## config.mk

```make
export PLATFORM = sky130hd
export DESIGN_NAME = cpu_scoreboard_flat
export DESIGN_NICKNAME = d
export VERILOG_FILES = /design/src/rtl/moxie_pkg.sv /design/src/rtl/cpu_scoreboard_if.sv /design/src/rtl/cpu_scoreboard_entry.sv /design/src/rtl/cpu_scoreboard.sv /design/src/flat_wrapper.sv
export SDC_FILE = /design/constraint.sdc
export NUM_CORES = 1
export LEC_CHECK = 0
export CORE_ASPECT_RATIO = 1.4
export CORE_MARGIN = 5
export CORE_UTILIZATION = 40
export DETAILED_ROUTE_END_ITERATION = 12
export PLACE_DENSITY = 0.79
export SETUP_SLACK_MARGIN = 0.15
export SLEW_MARGIN = 20
export SYNTH_ARGS = -nofsm -noshare
export SYNTH_HDL_FRONTEND = slang
export SYNTH_SLANG_ARGS = --single-unit
```

## constraint.sdc

```tcl
create_clock -name clk_i -period 4 [get_ports clk_i]
set_input_delay 0.6 -clock clk_i [delete_from_list [all_inputs] [get_ports clk_i]]
set_output_delay 0.6 -clock clk_i [all_outputs]
set_load 0.01 [all_outputs]
```

## src/rtl/moxie_pkg.sv

```systemverilog
// Shared sizing for the moxie register-hazard scoreboard: default widths and the
// pend-counter width helper. Optional forwarding is enabled by MOXIE_SCOREBOARD_FORWARD_EN.
package moxie_pkg;
    localparam int NREGS       = 16;
    localparam int IDX_W       = 4;
    localparam int DATA_W      = 32;
    localparam int PIPE_DEPTH  = 2;
    localparam int STALL_CNT_W = 16;

    // Bits needed to count 0..depth in-flight writes to one register.
    function automatic int pend_w(input int depth);
        return $clog2(depth + 1);
    endfunction
endpackage

```

## src/rtl/cpu_scoreboard_if.sv

```systemverilog
// Decode/writeback/operand bundle between the moxie pipeline and its hazard scoreboard.
// The master side is the pipeline, the slave side is the scoreboard.
interface cpu_scoreboard_if #(
    parameter int IDX_W       = 4,
    parameter int DATA_W      = 32,
    parameter int STALL_CNT_W = 16
);
    logic                   flush_i;
    logic                   issue_valid_i;
    logic                   issue_we_i;
    logic [IDX_W-1:0]       issue_widx_i;
    logic                   rdA_en_i;
    logic [IDX_W-1:0]       rdA_idx_i;
    logic                   rdB_en_i;
    logic [IDX_W-1:0]       rdB_idx_i;
    logic [DATA_W-1:0]      rf_valA_i;
    logic [DATA_W-1:0]      rf_valB_i;
    logic                   wb_we_i;
    logic [IDX_W-1:0]       wb_idx_i;
    logic [DATA_W-1:0]      wb_value_i;
    logic                   stall_o;
    logic [DATA_W-1:0]      valA_o;
    logic [DATA_W-1:0]      valB_o;
    logic [STALL_CNT_W-1:0] stall_count_o;

    modport master (
        output flush_i, issue_valid_i, issue_we_i, issue_widx_i,
               rdA_en_i, rdA_idx_i, rdB_en_i, rdB_idx_i, rf_valA_i, rf_valB_i,
               wb_we_i, wb_idx_i, wb_value_i,
        input  stall_o, valA_o, valB_o, stall_count_o
    );

    modport slave (
        input  flush_i, issue_valid_i, issue_we_i, issue_widx_i,
               rdA_en_i, rdA_idx_i, rdB_en_i, rdB_idx_i, rf_valA_i, rf_valB_i,
               wb_we_i, wb_idx_i, wb_value_i,
        output stall_o, valA_o, valB_o, stall_count_o
    );
endinterface

```

## src/rtl/cpu_scoreboard_entry.sv

```systemverilog
// One register's in-flight write counter: +1 on accepted issue, -1 on writeback,
// unchanged when both coincide, cleared by flush, never exceeds PIPE_DEPTH.
module cpu_scoreboard_entry
    import moxie_pkg::*;
#(
    parameter int PIPE_DEPTH = 2,
    parameter int CNT_W      = pend_w(PIPE_DEPTH)
) (
    input  logic             clk,
    input  logic             rst,
    input  logic             flush,
    input  logic             inc,
    input  logic             dec,
    output logic [CNT_W-1:0] cnt
);
    logic dec_eff;

    // A writeback to a register with nothing pending is a no-op.
    assign dec_eff = dec && (cnt != '0);

    // NOTE: sequential state uses non-blocking assignment so every flop samples pre-edge values.
    always_ff @(posedge clk or posedge rst) begin
        if (rst) begin
            cnt <= '0;
        end else if (flush) begin
            cnt <= '0;
        end else if (inc && !dec_eff) begin
            if (cnt != CNT_W'(PIPE_DEPTH)) cnt <= cnt + CNT_W'(1);
        end else if (dec_eff && !inc) begin
            cnt <= cnt - CNT_W'(1);
        end
    end
endmodule

```

## src/rtl/cpu_scoreboard.sv

```systemverilog
// Register-hazard scoreboard for the moxie pipeline: stalls decode on RAW and pend overflow,
// counts stall cycles; MOXIE_SCOREBOARD_FORWARD_EN adds writeback-to-operand forwarding.
module cpu_scoreboard
    import moxie_pkg::*;
#(
    parameter int NREGS_P       = NREGS,
    parameter int IDX_W_P       = IDX_W,
    parameter int DATA_W_P      = DATA_W,
    parameter int PIPE_DEPTH_P  = PIPE_DEPTH,
    parameter int STALL_CNT_W_P = STALL_CNT_W
) (
    input  logic             clk_i,
    input  logic             rst_i,
    cpu_scoreboard_if.slave  sb
);
    localparam int CNT_W = pend_w(PIPE_DEPTH_P);

    logic [CNT_W-1:0] pend [NREGS_P];
    logic [CNT_W-1:0] pend_a, pend_b, pend_w_idx;
    logic             fwd_a, fwd_b, haz_a, haz_b, ovf, stall, accept;
    logic [STALL_CNT_W_P-1:0] stall_count;

    for (genvar r = 0; r < NREGS_P; r++) begin : g_entry
        cpu_scoreboard_entry #(
            .PIPE_DEPTH (PIPE_DEPTH_P),
            .CNT_W      (CNT_W)
        ) u_entry (
            .clk   (clk_i),
            .rst   (rst_i),
            .flush (sb.flush_i),
            .inc   (accept && (sb.issue_widx_i == IDX_W_P'(r))),
            .dec   (sb.wb_we_i && (sb.wb_idx_i == IDX_W_P'(r))),
            .cnt   (pend[r])
        );
    end

    assign pend_a     = pend[sb.rdA_idx_i];
    assign pend_b     = pend[sb.rdB_idx_i];
    assign pend_w_idx = pend[sb.issue_widx_i];

`ifdef MOXIE_SCOREBOARD_FORWARD_EN
    // The last outstanding write is landing this cycle, so its data can bypass the register file.
    assign fwd_a = sb.rdA_en_i && sb.wb_we_i && (sb.wb_idx_i == sb.rdA_idx_i) && (pend_a == CNT_W'(1));
    assign fwd_b = sb.rdB_en_i && sb.wb_we_i && (sb.wb_idx_i == sb.rdB_idx_i) && (pend_b == CNT_W'(1));
`else
    assign fwd_a = 1'b0;
    assign fwd_b = 1'b0;
`endif

    always_comb begin
        // NOTE: every combinational output gets a default first so no path infers a latch.
        haz_a  = 1'b0;
        haz_b  = 1'b0;
        ovf    = 1'b0;
        stall  = 1'b0;
        accept = 1'b0;
        if (sb.issue_valid_i) begin
            haz_a  = sb.rdA_en_i && (pend_a != '0) && !fwd_a;
            haz_b  = sb.rdB_en_i && (pend_b != '0) && !fwd_b;
            ovf    = sb.issue_we_i && (pend_w_idx == CNT_W'(PIPE_DEPTH_P));
            stall  = haz_a || haz_b || ovf;
            accept = sb.issue_we_i && !stall;
        end
    end

    always_ff @(posedge clk_i or posedge rst_i) begin
        if (rst_i) begin
            stall_count <= '0;
        end else if (stall && (stall_count != '1)) begin
            stall_count <= stall_count + STALL_CNT_W_P'(1);
        end
    end

    assign sb.stall_o       = stall;
    assign sb.valA_o        = fwd_a ? sb.wb_value_i : sb.rf_valA_i;
    assign sb.valB_o        = fwd_b ? sb.wb_value_i : sb.rf_valB_i;
    assign sb.stall_count_o = stall_count;
endmodule

```

## src/flat_wrapper.sv

```systemverilog
// flat-port wrapper written by rule: the top's interface ports become plain ports
module cpu_scoreboard_flat import moxie_pkg::*;
#(
    parameter int NREGS_P       = NREGS,
    parameter int IDX_W_P       = IDX_W,
    parameter int DATA_W_P      = DATA_W,
    parameter int PIPE_DEPTH_P  = PIPE_DEPTH,
    parameter int STALL_CNT_W_P = STALL_CNT_W
)
  (clk_i, rst_i, sb_flush_i, sb_issue_valid_i, sb_issue_we_i, sb_issue_widx_i, sb_rdA_en_i, sb_rdA_idx_i, sb_rdB_en_i, sb_rdB_idx_i, sb_rf_valA_i, sb_rf_valB_i, sb_wb_we_i, sb_wb_idx_i, sb_wb_value_i, sb_stall_o, sb_valA_o, sb_valB_o, sb_stall_count_o);
  cpu_scoreboard_if sb_i ();
  input  logic clk_i;
  input  logic rst_i;
  input wire logic [$bits(sb_i.flush_i)-1:0] sb_flush_i;
  input wire logic [$bits(sb_i.issue_valid_i)-1:0] sb_issue_valid_i;
  input wire logic [$bits(sb_i.issue_we_i)-1:0] sb_issue_we_i;
  input wire logic [$bits(sb_i.issue_widx_i)-1:0] sb_issue_widx_i;
  input wire logic [$bits(sb_i.rdA_en_i)-1:0] sb_rdA_en_i;
  input wire logic [$bits(sb_i.rdA_idx_i)-1:0] sb_rdA_idx_i;
  input wire logic [$bits(sb_i.rdB_en_i)-1:0] sb_rdB_en_i;
  input wire logic [$bits(sb_i.rdB_idx_i)-1:0] sb_rdB_idx_i;
  input wire logic [$bits(sb_i.rf_valA_i)-1:0] sb_rf_valA_i;
  input wire logic [$bits(sb_i.rf_valB_i)-1:0] sb_rf_valB_i;
  input wire logic [$bits(sb_i.wb_we_i)-1:0] sb_wb_we_i;
  input wire logic [$bits(sb_i.wb_idx_i)-1:0] sb_wb_idx_i;
  input wire logic [$bits(sb_i.wb_value_i)-1:0] sb_wb_value_i;
  output wire logic [$bits(sb_i.stall_o)-1:0] sb_stall_o;
  output wire logic [$bits(sb_i.valA_o)-1:0] sb_valA_o;
  output wire logic [$bits(sb_i.valB_o)-1:0] sb_valB_o;
  output wire logic [$bits(sb_i.stall_count_o)-1:0] sb_stall_count_o;
  assign sb_i.flush_i = sb_flush_i;
  assign sb_i.issue_valid_i = sb_issue_valid_i;
  assign sb_i.issue_we_i = sb_issue_we_i;
  assign sb_i.issue_widx_i = sb_issue_widx_i;
  assign sb_i.rdA_en_i = sb_rdA_en_i;
  assign sb_i.rdA_idx_i = sb_rdA_idx_i;
  assign sb_i.rdB_en_i = sb_rdB_en_i;
  assign sb_i.rdB_idx_i = sb_rdB_idx_i;
  assign sb_i.rf_valA_i = sb_rf_valA_i;
  assign sb_i.rf_valB_i = sb_rf_valB_i;
  assign sb_i.wb_we_i = sb_wb_we_i;
  assign sb_i.wb_idx_i = sb_wb_idx_i;
  assign sb_i.wb_value_i = sb_wb_value_i;
  assign sb_stall_o = sb_i.stall_o;
  assign sb_valA_o = sb_i.valA_o;
  assign sb_valB_o = sb_i.valB_o;
  assign sb_stall_count_o = sb_i.stall_count_o;
  cpu_scoreboard #(.NREGS_P(NREGS_P), .IDX_W_P(IDX_W_P), .DATA_W_P(DATA_W_P), .PIPE_DEPTH_P(PIPE_DEPTH_P), .STALL_CNT_W_P(STALL_CNT_W_P)) u_core (.clk_i(clk_i), .rst_i(rst_i), .sb(sb_i));
endmodule
```

==> impl_metrics.toml, run 1 <==
[run_status]
status = "completed"

[global_route]
antenna_found_initial = 0
grt_overflow_total = 0
grt_use_total_pct = 17.5
grt_max_degree = 49
grt_pass1_wl_um = 18700
grt_pass1_vias = 3871

[timing]
report.final.slew_viol_count = 0
finalSetupViolations = 0
tns_ps = 0
fmax_mhz = 268
timing.final.crit_share_pct = 93.2
max_slew_margin_pct = 41.2
fin_skew_ps = 7.50
period_minus_slack_ps = 3730
rsz0062_at_grt = "false"
tightest_slew_ps = 880
finalHoldViolCount = 0

[worst_setup_path]
critPathCaptureType = "primary output"
path_class = "in2out"
critPathArrivalTime_ps = 3130
start_kind = "primary input"
crit_required_ps = 3400
worstPathMaxFanout = 7

[route]
drc = 0
wire_per_inst_um = 18.4
routed_wl_um = 11300
route.met3.wl_um = 873
drtPass1Iterations = 6
dr_wl_met2_um = 5570
m1WireLength_um = 4160
ant_nets = 0
via_count = 3772
viasPerCell = 6.14
drtIter0Drc = 296
top_layer = "met4"

[final_layout]
fill_cells = 1047
final_nets = 597
num_antenna_cells = 0
fin_cells = 614
layout-drive-gt1-share_pct = 9.03
area_growth_pct = 5.71

[placement]
port_buffers = 40
gp_congestion = 0.915
place_hpwl_um = 8500
numPlacedInstances = 607

[clock_tree]
cts_hold_buf = 0
cts_sinks = 48
clk_pin_slew_ps = 60
cts_max_level = 2
clk_path_buf_depth = 2
cts-root-buf = "clkbuf_16"
post_cts_buffers = 0
cts_tree = "done"
cts_resized = 0
clkLatencyLatePin_ps = 290
cts_buffers = 5

[floorplan]
io_pins = 201
start_util_pct = 40.7
die_area_um2 = 12700
core-area_um2 = 10300
die_x_um = 96.7
rows = 44
die_h_um = 131

[worst_hold_path]
worstHoldPathType = "reg2reg"

[logic_synthesis]
synth_top_family_by_area = "simple AND/OR/NAND/NOR gates"
synth_compound_area_share_pct = 13.1
synth_mux_area_share_pct = 8.62
yosys-top-cells-count = "buf_4 (65), dfrtp_1 (48), nand2_1 (37), nor2_1 (37), nor3_1 (34)"
syn_inst = 505
netlist.area_leader.share_pct = 28.5
synth-async-reset-ratio_pct = 100
synth_area_um2 = 4210
syn_nets = 626
ys_top_cells_by_area = "dfrtp_1 (29%), buf_4 (12%), mux4_2 (4.8%)"
synth_warnings = 0
ys_ff_latch = 48
synth-seq-area-share_pct = 28.5
synthAdderAreaFrac_pct = 0.297
synth_top_cell_by_area = "dfrtp_1"
yosysUniqueCellTypes = 57
synth_edf_count = 0
synth_area_per_cell_um2 = 8.33
synthXorXnorAreaFrac_pct = 3.75
synth_ff_type = "dfrtp_1"
yosysMostFrequentCell = "buf_4"
synth-simple-area-share_pct = 30.9

[run]
maxCapViolCount = 0

[power]
power.leakage_nw = 1.64
power_density_nw_per_um2 = 282
ir_drop_mv = 0.320
==> cell type report <==
class	instances	area, um^2	area share (%)
Clock buffer	5	125	2.81
Clock inverter	2	12.5	0.281
Inverter	10	38.8	0.872
Multi-Input combinational cell	359	2400	54.0
Sequential cell	48	1200	27.0
Tap cell	138	173	3.88
Timing Repair Buffer	52	495	11.1
==> layer usage <==
metal | track usage [%] | vias up
li1 | - | 1724
met1 | 19.5 | 1800
met2 | 30.3 | 184
met3 | 3.18 | 64
met4 | 11.0 | 0
met5 | 0 | -
==> per-stage QoR <==
| step | setup WS [ps] | utilization (%) | power (mW) | instance area [um^2] | hold WS (ps) |
|---|---|---|---|---|---|
| floorplan | 792 | - | 0.778 | 4210 | 519 |
| global placement | 235 | 41.4 | 0.839 | 4290 | 479 |
| detailed placement | 200 | 41.4 | 0.845 | 4290 | 489 |
| CTS | 190 | 42.7 | 1.26 | 4420 | 499 |
| global route | 158 | 43.0 | 1.31 | 4450 | 519 |
| finish | 271 | 43.0 | 1.25 | 4450 | 494 |
==> registers in the layout, indices dropped and copies added (netlist names) <==
register,flops
u_core.g_entry.u_entry.cnt,32
u_core.sb.stall_count_o,16
==> report_power, final <==
part           internal (mW)  switching [mW]  total, mW
sequential             0.513          0.0379      0.551
clock                  0.227           0.186      0.413
combinational          0.131           0.160      0.291
==> cells by family (layout without fill, tap and decap cells) <==
group | Yosys count | after routing
mux | 24 | 24
xor+xnor | 18 | 18
compound gates | 80 | 80
fa+ha+maj | 1 | 1
buf+inv | 98 | 69
flops | 48 | 48
simple gates | 236 | 236
==> path summary, 6_finish.rpt <==
kind                       slack [ps]  cells past startpoint                                 to                             start
setup reg to reg                  910                      9         u_core.sb.stall_count_o[1]  u_core.g_entry[3].u_entry.cnt[0]
min in group asynchronous         790                      2  u_core.g_entry[15].u_entry.cnt[1]                             rst_i
max in group asynchronous        2690                      2   u_core.g_entry[2].u_entry.cnt[0]                             rst_i
hold / removal                    490                      1         u_core.sb.stall_count_o[8]        u_core.sb.stall_count_o[8]
setup / recovery                  270                      9                         sb_stall_o                   sb_rdA_idx_i[0]
hold reg to reg                   490                      1         u_core.sb.stall_count_o[8]        u_core.sb.stall_count_o[8]
==> cell usage in the layout, fill, tap and decap left out, types with 12 or more instances in the layout <==
cell type,Yosys,final
nand2_1,37,37
buf_4,65,12
nor2b_1,13,13
xnor2_1,18,18
nand3_1,17,17
nor4_1,13,13
nor2_1,37,37
clkdlybuf4s50_1,0,38
a21oi_1,16,16
dfrtp_1,48,48
nor3_1,34,34
nand4_1,15,15
==> critical path, stage by stage <==
cell and delay [ps]:
clkdlybuf4s50_1 660, buf_4 210, nor3_1 50, a211oi_1 280, o31ai_1 140, or3_1 420, nand3_4 90, and2_1 130
clkdlybuf4s50_1 540
(Power assumes the default switching activity.)
==> inputs of run 2 (changes only) <==
--- a/config.mk
+++ b/config.mk
@@ -7,9 +7,10 @@
 export LEC_CHECK = 0
 export CORE_ASPECT_RATIO = 1.4
 export CORE_MARGIN = 5
-export CORE_UTILIZATION = 40
+export CORE_UTILIZATION = 32
 export DETAILED_ROUTE_END_ITERATION = 12
-export PLACE_DENSITY = 0.79
+export GPL_ROUTABILITY_DRIVEN = 0
+export PLACE_DENSITY = 0.65
 export SETUP_SLACK_MARGIN = 0.15
 export SLEW_MARGIN = 20
 export SYNTH_ARGS = -nofsm -noshare
==> impl_metrics.toml, run 2 (synthesized netlist as in run 1, its figures left out) <==
[route]
via_count = 3759
wire_per_inst_um = 18.5
drtIter0Drc = 174
ant_nets = 0
drc = 0
routed_wl_um = 11600
drtPass1Iterations = 4
viasPerCell = 5.99

[final_layout]
largest_register_ffs = 32
final_common_cell = "dfrtp_1"
final_nets = 595
layout-drive-gt1-share_pct = 8.42
mostFrequentLayoutCells = "dfrtp_1 (48), clkdlybuf4s50_1 (38), nor2_1 (37), nand2_1 (37), nor3_1 (34)"
regMostFlops = "u_core.g_entry.u_entry.cnt"
utilization_pct = 34.6
area_growth_pct = 5.89
num_antenna_cells = 0
fill_cells = 1333
fin_cells = 628

[global_route]
grt_pass1_wl_um = 19000
grt_pass1_vias = 3839
grt_use_total_pct = 14.9
grt_max_degree = 49
antenna_found_initial = 0
grt_overflow_total = 0

[floorplan]
die_x_um = 107
core-area_um2 = 12900
die_area_um2 = 15600
io_pins = 201
die_h_um = 146
start_util_pct = 32.7
rows = 49

[clock_tree]
clkLatencyLatePin_ps = 290
cts-root-buf = "clkbuf_16"
post_cts_buffers = 0
cts_buffers = 5
clk_path_buf_depth = 2
cts_tree = "done"
clk_pin_slew_ps = 70
cts_hold_buf = 0
cts_max_level = 2
cts_sinks = 48

[power]
ir_drop_mv = 0.217
power_density_nw_per_um2 = 287
power.leakage_nw = 1.63

[timing]
tightest_slew_ps = 895
max_slew_margin_pct = 40.3
tns_ps = 0
finalSetupViolations = 0
setup_ws_ps = 281
rsz0062_at_grt = "false"
report.final.slew_viol_count = 0
fin_skew_ps = 5.65
timing.final.crit_share_pct = 93.0
period_minus_slack_ps = 3720
fmax_mhz = 269
finalHoldViolCount = 0

[placement]
place_ws_ps = 223
numPlacedInstances = 620
place_hpwl_um = 8660
port_buffers = 40

[worst_setup_path]
critPathCaptureType = "primary output"
worstPathMaxFanout = 9
path_class = "in2out"
start_kind = "primary input"
crit_required_ps = 3400
critPathArrivalTime_ps = 3120

[worst_hold_path]
worstHoldPathType = "reg2reg"

[run]
maxCapViolCount = 0

[run_status]
status = "completed"
==> run 2: cell types whose count changed in the layout (fill, tap and decap cells not counted), sizes merged <==
cell	delta
buf	-2
clkbuf	+1
clkinv	-1
clkinvlp	+1
==> run 2: per-stage QoR <==
stage | total power, mW | hold WS (ps) | cell area [um^2]
2_1_floorplan | 0.778 | 519 | 4210
3_3_place_gp | 0.842 | 477 | 4290
3_5_place_dp | 0.845 | 485 | 4290
4_1_cts | 1.29 | 501 | 4440
5_1_grt | 1.34 | 523 | 4460
6_report | 1.28 | 497 | 4460
==> run 2: repair_timing <==
action / CTS / global route
gates resized for setup: 0 / 4
setup endpoints to repair: 0 / 1
endpoints found under the hold margin: 0 / 0
==> run 2: cell type report <==
cell class                      instances  area (um^2)  area share (%)
Clock buffer                            6          139            3.12
Tap cell                              153          191            4.30
Sequential cell                        48         1200            27.0
Inverter                               10         38.8           0.871
Timing Repair Buffer                   50          480            10.8
Multi-Input combinational cell        359         2390            53.6
Clock inverter                          2         15.0           0.337
==> run 2: path summary, 6_finish.rpt <==
check                                                   end  slack (ps)  cells after the start                             start
max reg2reg                      u_core.sb.stall_count_o[1]         940                      9  u_core.g_entry[3].u_entry.cnt[0]
min in group asynchronous        u_core.sb.stall_count_o[1]         790                      2                             rst_i
min                              u_core.sb.stall_count_o[8]         500                      1        u_core.sb.stall_count_o[8]
max in group asynchronous  u_core.g_entry[0].u_entry.cnt[0]        2690                      2                             rst_i
max                                              sb_stall_o         280                      8                   sb_rdB_idx_i[2]
min reg2reg                      u_core.sb.stall_count_o[8]         500                      1        u_core.sb.stall_count_o[8]
==> run 2: routing by layer <==
metal,global-route usage [%],wire length [um],up-vias
met2,25.2,5780,155
met5,0,0,-
met3,2.71,678,58
met1,16.5,4400,1815
li1,-,-,1731
met4,11.1,741,0
==> run 2: power by group <==
part | switching [mW] | internal (mW) | leakage [nW]
Clock | 0.194 | 0.249 | 0.0691
Combinational | 0.157 | 0.130 | 0.899
Sequential | 0.0372 | 0.513 | 0.661
==> run 2: critical path: stages <==
cell and delay [ps]:
clkdlybuf4s50_1 680, nor3_1 90, a21oi_1 150, o221ai_1 160
or4_1 620, nand3_4 140, and2_1 140, clkdlybuf4s50_1 540
==> inputs of run 3 (changes only) <==
--- a/config.mk
+++ b/config.mk
@@ -5,6 +5,7 @@
 export SDC_FILE = /design/constraint.sdc
 export NUM_CORES = 1
 export LEC_CHECK = 0
+export CAP_MARGIN = 20
 export CORE_ASPECT_RATIO = 1.4
 export CORE_MARGIN = 5
 export CORE_UTILIZATION = 32
==> constraint.sdc (replaced) <==
create_clock -name clk_i -period 4.13 [get_ports clk_i]
set_input_delay 0.6195 -clock clk_i [delete_from_list [all_inputs] [get_ports clk_i]]
set_output_delay 0.6195 -clock clk_i [all_outputs]
set_load 0.01 [all_outputs]
==> impl_metrics.toml, run 3 (synthesized netlist as in run 1, its figures left out) <==
[clock_tree]
clk_pin_slew_ps = 60
post_cts_buffers = 0
cts_tree = "done"
clk_path_buf_depth = 2
cts_buffers = 5
cts_max_level = 2
clkLatencyLatePin_ps = 290
cts-root-buf = "clkbuf_16"
cts_sinks = 48
cts_hold_buf = 0

[timing]
tightest_slew_ps = 785
fmax_mhz = 258
tns_ps = 0
finalHoldViolCount = 0
timing.final.crit_share_pct = 93.8
finalSetupViolations = 0
fin_skew_ps = 9.05
report.final.slew_viol_count = 0
max_slew_margin_pct = 47.6
rsz0062_at_grt = "false"
period_minus_slack_ps = 3880

[final_layout]
multi_input_area_um2 = 2390
final_nets = 596
utilization_pct = 34.6
mostFrequentLayoutCells = "dfrtp_1 (48), clkdlybuf4s50_1 (38), nor2_1 (37), nand2_1 (37), nor3_1 (34)"
final_common_cell = "dfrtp_1"
largest_register_ffs = 32
area_growth_pct = 5.89
fill_cells = 1342
ff_latch_area_um2 = 1200
layout-drive-gt1-share_pct = 8.42
regMostFlops = "u_core.g_entry.u_entry.cnt"
num_antenna_cells = 0

[route]
viasPerCell = 5.87
routed_wl_um = 11500
drc = 0
drtPass1Iterations = 5
via_count = 3688
ant_nets = 0
drtIter0Drc = 196
wire_per_inst_um = 18.3

[worst_setup_path]
rrSetupSlack_ps = 1030
crit_required_ps = 3510
critPathArrivalTime_ps = 3260
worstPathMaxFanout = 11
start_kind = "primary input"
path_class = "in2out"
critPathCaptureType = "primary output"

[global_route]
grt.met3_usage_pct = 3.15
met1_usage_pct = 16.7
grt_busiest_layer = "met2"
grt_max_degree = 54
grt_overflow_total = 0
grt_use_total_pct = 14.8
grt_pass1_vias = 3707
grt_pass1_wl_um = 18500
use_met2_pct = 24.9
antenna_found_initial = 0

[worst_hold_path]
worstHoldPathType = "reg2reg"

[run_status]
status = "completed"

[floorplan]
start_util_pct = 32.7
rows = 49
die_area_um2 = 15600
die_x_um = 107
io_pins = 201
die_h_um = 146
core-area_um2 = 12900

[power]
power.leakage_nw = 1.64
ir_drop_mv = 0.233
power_density_nw_per_um2 = 277

[placement]
port_buffers = 40
place_hpwl_um = 8670

[run]
maxCapViolCount = 0
-- run 3: cell types whose count changed in the layout (fill, tap and decap cells not counted), sizes merged --
cell and delta:
buf +1, clkinvlp -2, inv +1
-- run 3: layout make-up --
type,instances,share of cell area (%)
Inverter,10,0.842
Timing Repair Buffer,51,11.0
Multi-Input combinational cell,359,53.6
Clock inverter,1,0.197
Tap cell,153,4.30
Sequential cell,48,27.0
Clock buffer,6,3.12
-- run 3: final timing paths --
kind,from,end,cells past startpoint
worst max-delay path,sb_rdB_idx_i[0],sb_stall_o,8
worst min-delay path,u_core.sb.stall_count_o[4],u_core.sb.stall_count_o[4],1
worst max register to register,u_core.g_entry[3].u_entry.cnt[0],u_core.g_entry[12].u_entry.cnt[1],8
worst min register to register,u_core.sb.stall_count_o[4],u_core.sb.stall_count_o[4],1
max in group asynchronous,rst_i,u_core.g_entry[0].u_entry.cnt[0],3
min in group asynchronous,rst_i,u_core.g_entry[15].u_entry.cnt[1],2
-- run 3: repair_timing --
action | CTS | global route
endpoints found under the hold margin | 0 | 0
endpoints found under the setup margin | 0 | 1
resized for setup | 0 | 4
-- run 3: layer usage --
| layer | vias to the layer above | wire [um] |
|---|---|---|
| li1 | 1722 | - |
| met1 | 1765 | 4560 |
| met5 | - | 0 |
| met4 | 0 | 590 |
| met3 | 51 | 656 |
| met2 | 150 | 5710 |
-- run 3: power by group --
group	switching, mW	total (mW)	internal, mW
registers	0.0355	0.533	0.497
clock network	0.181	0.420	0.239
logic	0.155	0.281	0.125
total	0.372	1.23	0.862
-- run 3: critical path, cell delays in order --
cell             delay, ps
clkdlybuf4s50_1        730
nor3_1                  80
a211oi_1               290
a211oi_1               110
or4_1                  590
nand3_4                140
and2_1                 150
clkdlybuf4s50_1        540
-- run 3: metrics by stage --
step / setup slack (ps) / cells / hold WS [ps] / power, mW / cell area, um^2
6_report: 255 / 628 / 499 / 1.23 / 4460
4_1_cts: 266 / 628 / 500 / 1.25 / 4440
3_3_place_gp: 275 / 621 / 480 / 0.815 / 4300
2_1_floorplan: 883 / 505 / 519 / 0.754 / 4210
5_1_grt: 192 / 628 / 530 / 1.30 / 4460
3_5_place_dp: 299 / 621 / 486 / 0.819 / 4300
